===== config.mk =====
export PLATFORM = sky130hd
export DESIGN_NAME = uart_tx_line_feeder
export DESIGN_NICKNAME = d
export VERILOG_FILES = /design/src/rtl/uart_tx_line_feeder.sv
export SDC_FILE = /design/constraint.sdc
export NUM_CORES = 1
export LEC_CHECK = 0
export CAP_MARGIN = 30
export CORE_ASPECT_RATIO = 1.25
export CORE_MARGIN = 2
export CORE_UTILIZATION = 45
export CTS_BUF_LIST = sky130_fd_sc_hd__clkbuf_8
export DETAILED_ROUTE_END_ITERATION = 8
export HOLD_SLACK_MARGIN = 0.08
export MAX_ROUTING_LAYER = met4
export PLACE_DENSITY_LB_ADDON = 0.1
export REMOVE_ABC_BUFFERS = 1
export SLEW_MARGIN = 30
export SYNTH_ARGS = -nofsm -noshare
export SYNTH_HDL_FRONTEND = slang
export SYNTH_SLANG_ARGS = --single-unit

===== constraint.sdc =====
create_clock -name i_clk_40mhz -period 2.4 [get_ports i_clk_40mhz]
set_input_delay 0.36 -clock i_clk_40mhz [delete_from_list [all_inputs] [get_ports i_clk_40mhz]]
set_output_delay 0.36 -clock i_clk_40mhz [all_outputs]
set_load 0.03 [all_outputs]

===== src/rtl/uart_tx_line_feeder.sv =====
// uart_tx_line_feeder
// Takes one fixed-length ASCII line, waits until the UART TX FIFO reports room
// for a whole line, then bursts the characters (optionally followed by CR LF)
// into the FIFO write port at one byte per clock.
//
// state   | meaning
// --------+-------------------------------------------------------------
// ST_IDLE | no line held; o_line_ready=1, a request is latched here
// ST_WAIT | line latched, waiting for i_tx_ready before starting burst
// ST_SEND | a line character is on o_tx_data; index counts bytes issued
// ST_CR   | 8'h0D is on o_tx_data
// ST_LF   | 8'h0A is on o_tx_data; returns to ST_IDLE on the next edge
//
// The registered outputs always describe the state being occupied, so each
// transition loads the byte that belongs to the state being entered. This is
// what makes o_line_ready fall back to 1 only after the last byte has been
// presented, rather than in the same cycle.

module uart_tx_line_feeder #(
    parameter int parm_ascii_line_length = 35,
    parameter bit parm_append_crlf       = 1'b1
) (
    input  logic                                  i_clk_40mhz,
    input  logic                                  i_rst_40mhz,
    input  logic [8*parm_ascii_line_length-1:0]   i_line_ascii,
    input  logic                                  i_line_valid,
    output logic                                  o_line_ready,
    output logic                                  o_line_dropped,
    output logic [7:0]                            o_tx_data,
    output logic                                  o_tx_valid,
    input  logic                                  i_tx_ready
);

    localparam int LINE_W = 8 * parm_ascii_line_length;
    localparam int IDX_W  = $clog2(parm_ascii_line_length) + 1;
    localparam logic [IDX_W-1:0] IDX_END = IDX_W'(parm_ascii_line_length);

    typedef enum logic [2:0] {
        ST_IDLE,
        ST_WAIT,
        ST_SEND,
        ST_CR,
        ST_LF
    } state_t;

    state_t              state;
    logic [IDX_W-1:0]    index;
    logic [LINE_W-1:0]   line_reg;

    // Ready is the only combinational output: it mirrors the idle state.
    assign o_line_ready = (state == ST_IDLE);

    // Line sequencer: latch, wait for FIFO room, then burst chars and CR LF.
    // The line register shifts left so the next character is always on top.
    always_ff @(posedge i_clk_40mhz) begin
        if (i_rst_40mhz) begin
            state          <= ST_IDLE;
            index          <= '0;
            line_reg       <= '0;
            o_tx_valid     <= 1'b0;
            o_tx_data      <= 8'h00;
            o_line_dropped <= 1'b0;
        end else begin
            o_line_dropped <= i_line_valid && (state != ST_IDLE);

            case (state)
                ST_IDLE: begin
                    o_tx_valid <= 1'b0;
                    if (i_line_valid) begin
                        line_reg <= i_line_ascii;
                        index    <= '0;
                        state    <= ST_WAIT;
                    end
                end

                ST_WAIT: begin
                    if (i_tx_ready) begin
                        o_tx_valid <= 1'b1;
                        o_tx_data  <= line_reg[LINE_W-1 -: 8];
                        line_reg   <= line_reg << 8;
                        index      <= index + IDX_W'(1);
                        state      <= ST_SEND;
                    end
                end

                ST_SEND: begin
                    if (index == IDX_END) begin
                        if (parm_append_crlf) begin
                            o_tx_valid <= 1'b1;
                            o_tx_data  <= 8'h0D;
                            state      <= ST_CR;
                        end else begin
                            o_tx_valid <= 1'b0;
                            state      <= ST_IDLE;
                        end
                    end else begin
                        o_tx_valid <= 1'b1;
                        o_tx_data  <= line_reg[LINE_W-1 -: 8];
                        line_reg   <= line_reg << 8;
                        index      <= index + IDX_W'(1);
                    end
                end

                ST_CR: begin
                    o_tx_valid <= 1'b1;
                    o_tx_data  <= 8'h0A;
                    state      <= ST_LF;
                end

                ST_LF: begin
                    o_tx_valid <= 1'b0;
                    state      <= ST_IDLE;
                end

                default: begin
                    o_tx_valid <= 1'b0;
                    state      <= ST_IDLE;
                end
            endcase
        end
    end

endmodule


==> impl_results.md <==
* Status: finished clean
* Max_slew headroom at around 64%
* Sink Count at 300
* Die width at 151 um
* Root buf cell: clkbuf_8
* Setup TNS Final at 0 ns
* Worst-Margin Slew at 0.537 ns
* Total gr overflow at 0
* Top cells by area, synth: dfxtp_1, mux2i_1, o2bb2ai_1
* Share of post-route cells with drive strength above 1 at 9.17%
* Mapped Area at 12200 um2
* RSZ-0062 raised after global routing: false
* Worst Skew at 0.0245 ns
* Area of the core at 26700 um2
* Fin. max-slew vios at 0
* All-Layer GR Usage at 21.2%
* Pwr dens at 747 nW/um2
* Max cap viols at 0
* Wire length per cell after detailed routing at 17.5 um
* Crit Path Class: flip-flop to primary output
* Final nets at between 1500 and 2000
* I/O Pins at 295
* # H-tree levels at 2
* Int Pwr at 9.25 mW
* Reg power frac at 45.8%
* Final Hold Fails at 0
* Sw Share at between 20% and 30%
* Initial Utilization at between 40% and 50%
* Clock Path Buffers at 3
* GP Congestion at 0.758
* Placement Setup Slack at 0.103 ns
* Commonest non-fill, non-tap cells in the layout: dfxtp_1, clkdlybuf4s50_1, mux2i_1, o2bb2ai_1, clkbuf_8
* Max FFs per register at 280
* Busiest grt layer: met2
* Vert. Die Dim at ~190 um
* First-pass DRT Iterations at 5
* Pin count of the biggest net entering global routing at 56
* Worst reg-to-reg path cell count at 7
* Logic pwr share at 18.8%
* Vias at 9203
* Vias in the first global route at 9314
* Layout fillers at 2250
* Crit-path max FO at 13
* CP Capture Type: primary output
* Post-synthesis cell count at ~1000
* Switching pwr at around 3.3 mW
* Clock transition at the registers of the reported paths at 0.06 ns
* Total power at 12.5 mW
* GR Util met1 at between 20% and 30%
* Post-route ant nets at 0
* Register area share after synthesis at 49.2%
* Commonest non-fill, non-tap cell in the layout: dfxtp_1
* Final setup viols at 0
* Pleak at 7.31 nW
* Inserted Clock Buffers at 50
* DP HPWL at 20900 um
* Peak supply drop at 0.000455 V
* Drt total wl at approximately 30000 um
* Setup ws final at 0.283 ns
* Min-Delay Path Class: primary input to flip-flop
* Synth async-reset ratio at 0%
* DIE AREA at 28500 um2
* Synthesized flop and latch total at 300
* Port buffer count at 294
* Worst-Skew Late Latency at approximately 0.56 ns
* Grt met3 use at 5.13%
* Number of synthesized flops with an enable pin at 0
* Crit path launch type: flip-flop
* Clock network power share at 35.3%
* Top-area cell type share of the netlist area at 49.2%
* CTS tree: built
* Final instance area at about 17000 um2
* Synth unique cells at 42
* Initial antenna violation count at 2
* DRC violations left at 0
* Area after DPL at around 16000 um2
* Post-CTS Setup Bufs at 0
* Synth Flop Type: dfxtp_1
* F_max at 472 MHz
* Crit path required time at 2.04 ns
* Initial DRC count at 293
* Met2 usage at 34.3%
* Mean Syn Cell Area at 11.9 um2
* Critical Path AT at around 1.8 ns
* Min Tclk post-route at roughly 2.1 ns
* Period utilization at 88.2%
* Syn. warnings at 0
* Vias per cell at between 5 and 6
* Hold Crit Depth at 2
* Yosys top cell by area: dfxtp_1
* Post-CTS Hold Buffers at 0
* Core Rows at 67
* First-pass GRT wire length at 47600 um
* Area grow syn2layout at 37.3%
-- power by group through the flow --
stage | clock network, mW | logic [mW] | registers (mW)
2_1_floorplan | 0 | 1.79 | 5.73
3_3_place_gp | 0 | 2.34 | 5.84
3_5_place_dp | 0 | 2.37 | 5.83
4_1_cts | 4.55 | 2.38 | 5.74
5_1_grt | 4.77 | 2.55 | 5.80
6_report | 4.42 | 2.36 | 5.74
-- cell usage after synthesis, types with 2 or more instances --
master	instances
o2bb2ai_1	272
nand4_1	2
buf_6	10
o31ai_1	2
nor3b_1	2
nand3_1	5
nand2b_1	5
mux2i_1	274
a31oi_1	4
nor3_1	2
dfxtp_1	300
and2_1	3
a21oi_1	4
a22o_1	12
nand2_1	5
o21a_1	4
buf_1	2
buf_4	2
buf_2	63
nor4_1	3
inv_1	2
o21ai_0	2
nor2_1	8
xor2_1	2
a211oi_1	2
clkbuf_1	19
-- cell families after synthesis --
logic type / Yosys count / synth area share [%]
AOI/OAI and AO/OA: 305 / 21.5
adders and majority gates: 1 / 0.102
and+or+nand+nor: 45 / 2.17
buffers and inverters: 98 / 4.33
xor gates and xnor gates: 3 / 0.215
muxes: 275 / 22.5
DFF: 300 / 49.2
-- stage by stage --
| stage | std cells | hold slack, ns | utilization, % |
|---|---|---|---|
| floorplan | 931 | 0.429 | - |
| global placement | 1618 | 0.443 | 59.0 |
| detailed placement | 1618 | 0.446 | 59.0 |
| CTS | 1708 | 0.362 | 62.7 |
| global route | 1710 | 0.362 | 62.7 |
| finish | 1710 | 0.388 | 62.7 |
-- critical path: stages (launching register included) --
cell and delay, ns:
dfxtp_1 0.44, nor3_1 0.33, dlygate4sd2_1 0.44
-- what timing repair did --
| action | 4_1_cts | 5_1_grt |
|---|---|---|
| gates resized for setup | 1 | 0 |
| hold endpoints to repair | 0 | 0 |
| endpoints found under the setup margin | 1 | 0 |
-- final timing paths --
| path | to | from | slack [ns] |
|---|---|---|---|
| max | o_line_ready | state[0]$_SDFFE_PP0P_ | 0.28 |
| min | line_reg[2]$_SDFFE_PP0P_ | i_line_ascii[2] | 0.39 |
| max reg2reg | line_reg[96]$_SDFFE_PP0P_ | index[0]$_SDFFE_PP0P_ | 0.30 |
| min reg2reg | line_reg[167]$_SDFFE_PP0P_ | line_reg[167]$_SDFFE_PP0P_ | 0.46 |
-- layout make-up --
type	count	area, um2	share of cell area [%]
Antenna cell	2	5.00	0.0298
Timing Repair Buffer	342	3600	21.5
Sequential cell	300	6010	35.8
Multi-Input combinational cell	629	5720	34.1
Clock inverter	27	134	0.798
Clock buffer	63	867	5.17
Tap cell	345	432	2.57
Inverter	2	7.51	0.0448
-- routing by layer --
metal / wire (um) / share of wire, %
met5: 0 / 0
met2: 14500 / 48
met4: 548 / 1.8
met1: 13100 / 44
met3: 1850 / 6.2
Power figures use the tool's default switching activity.
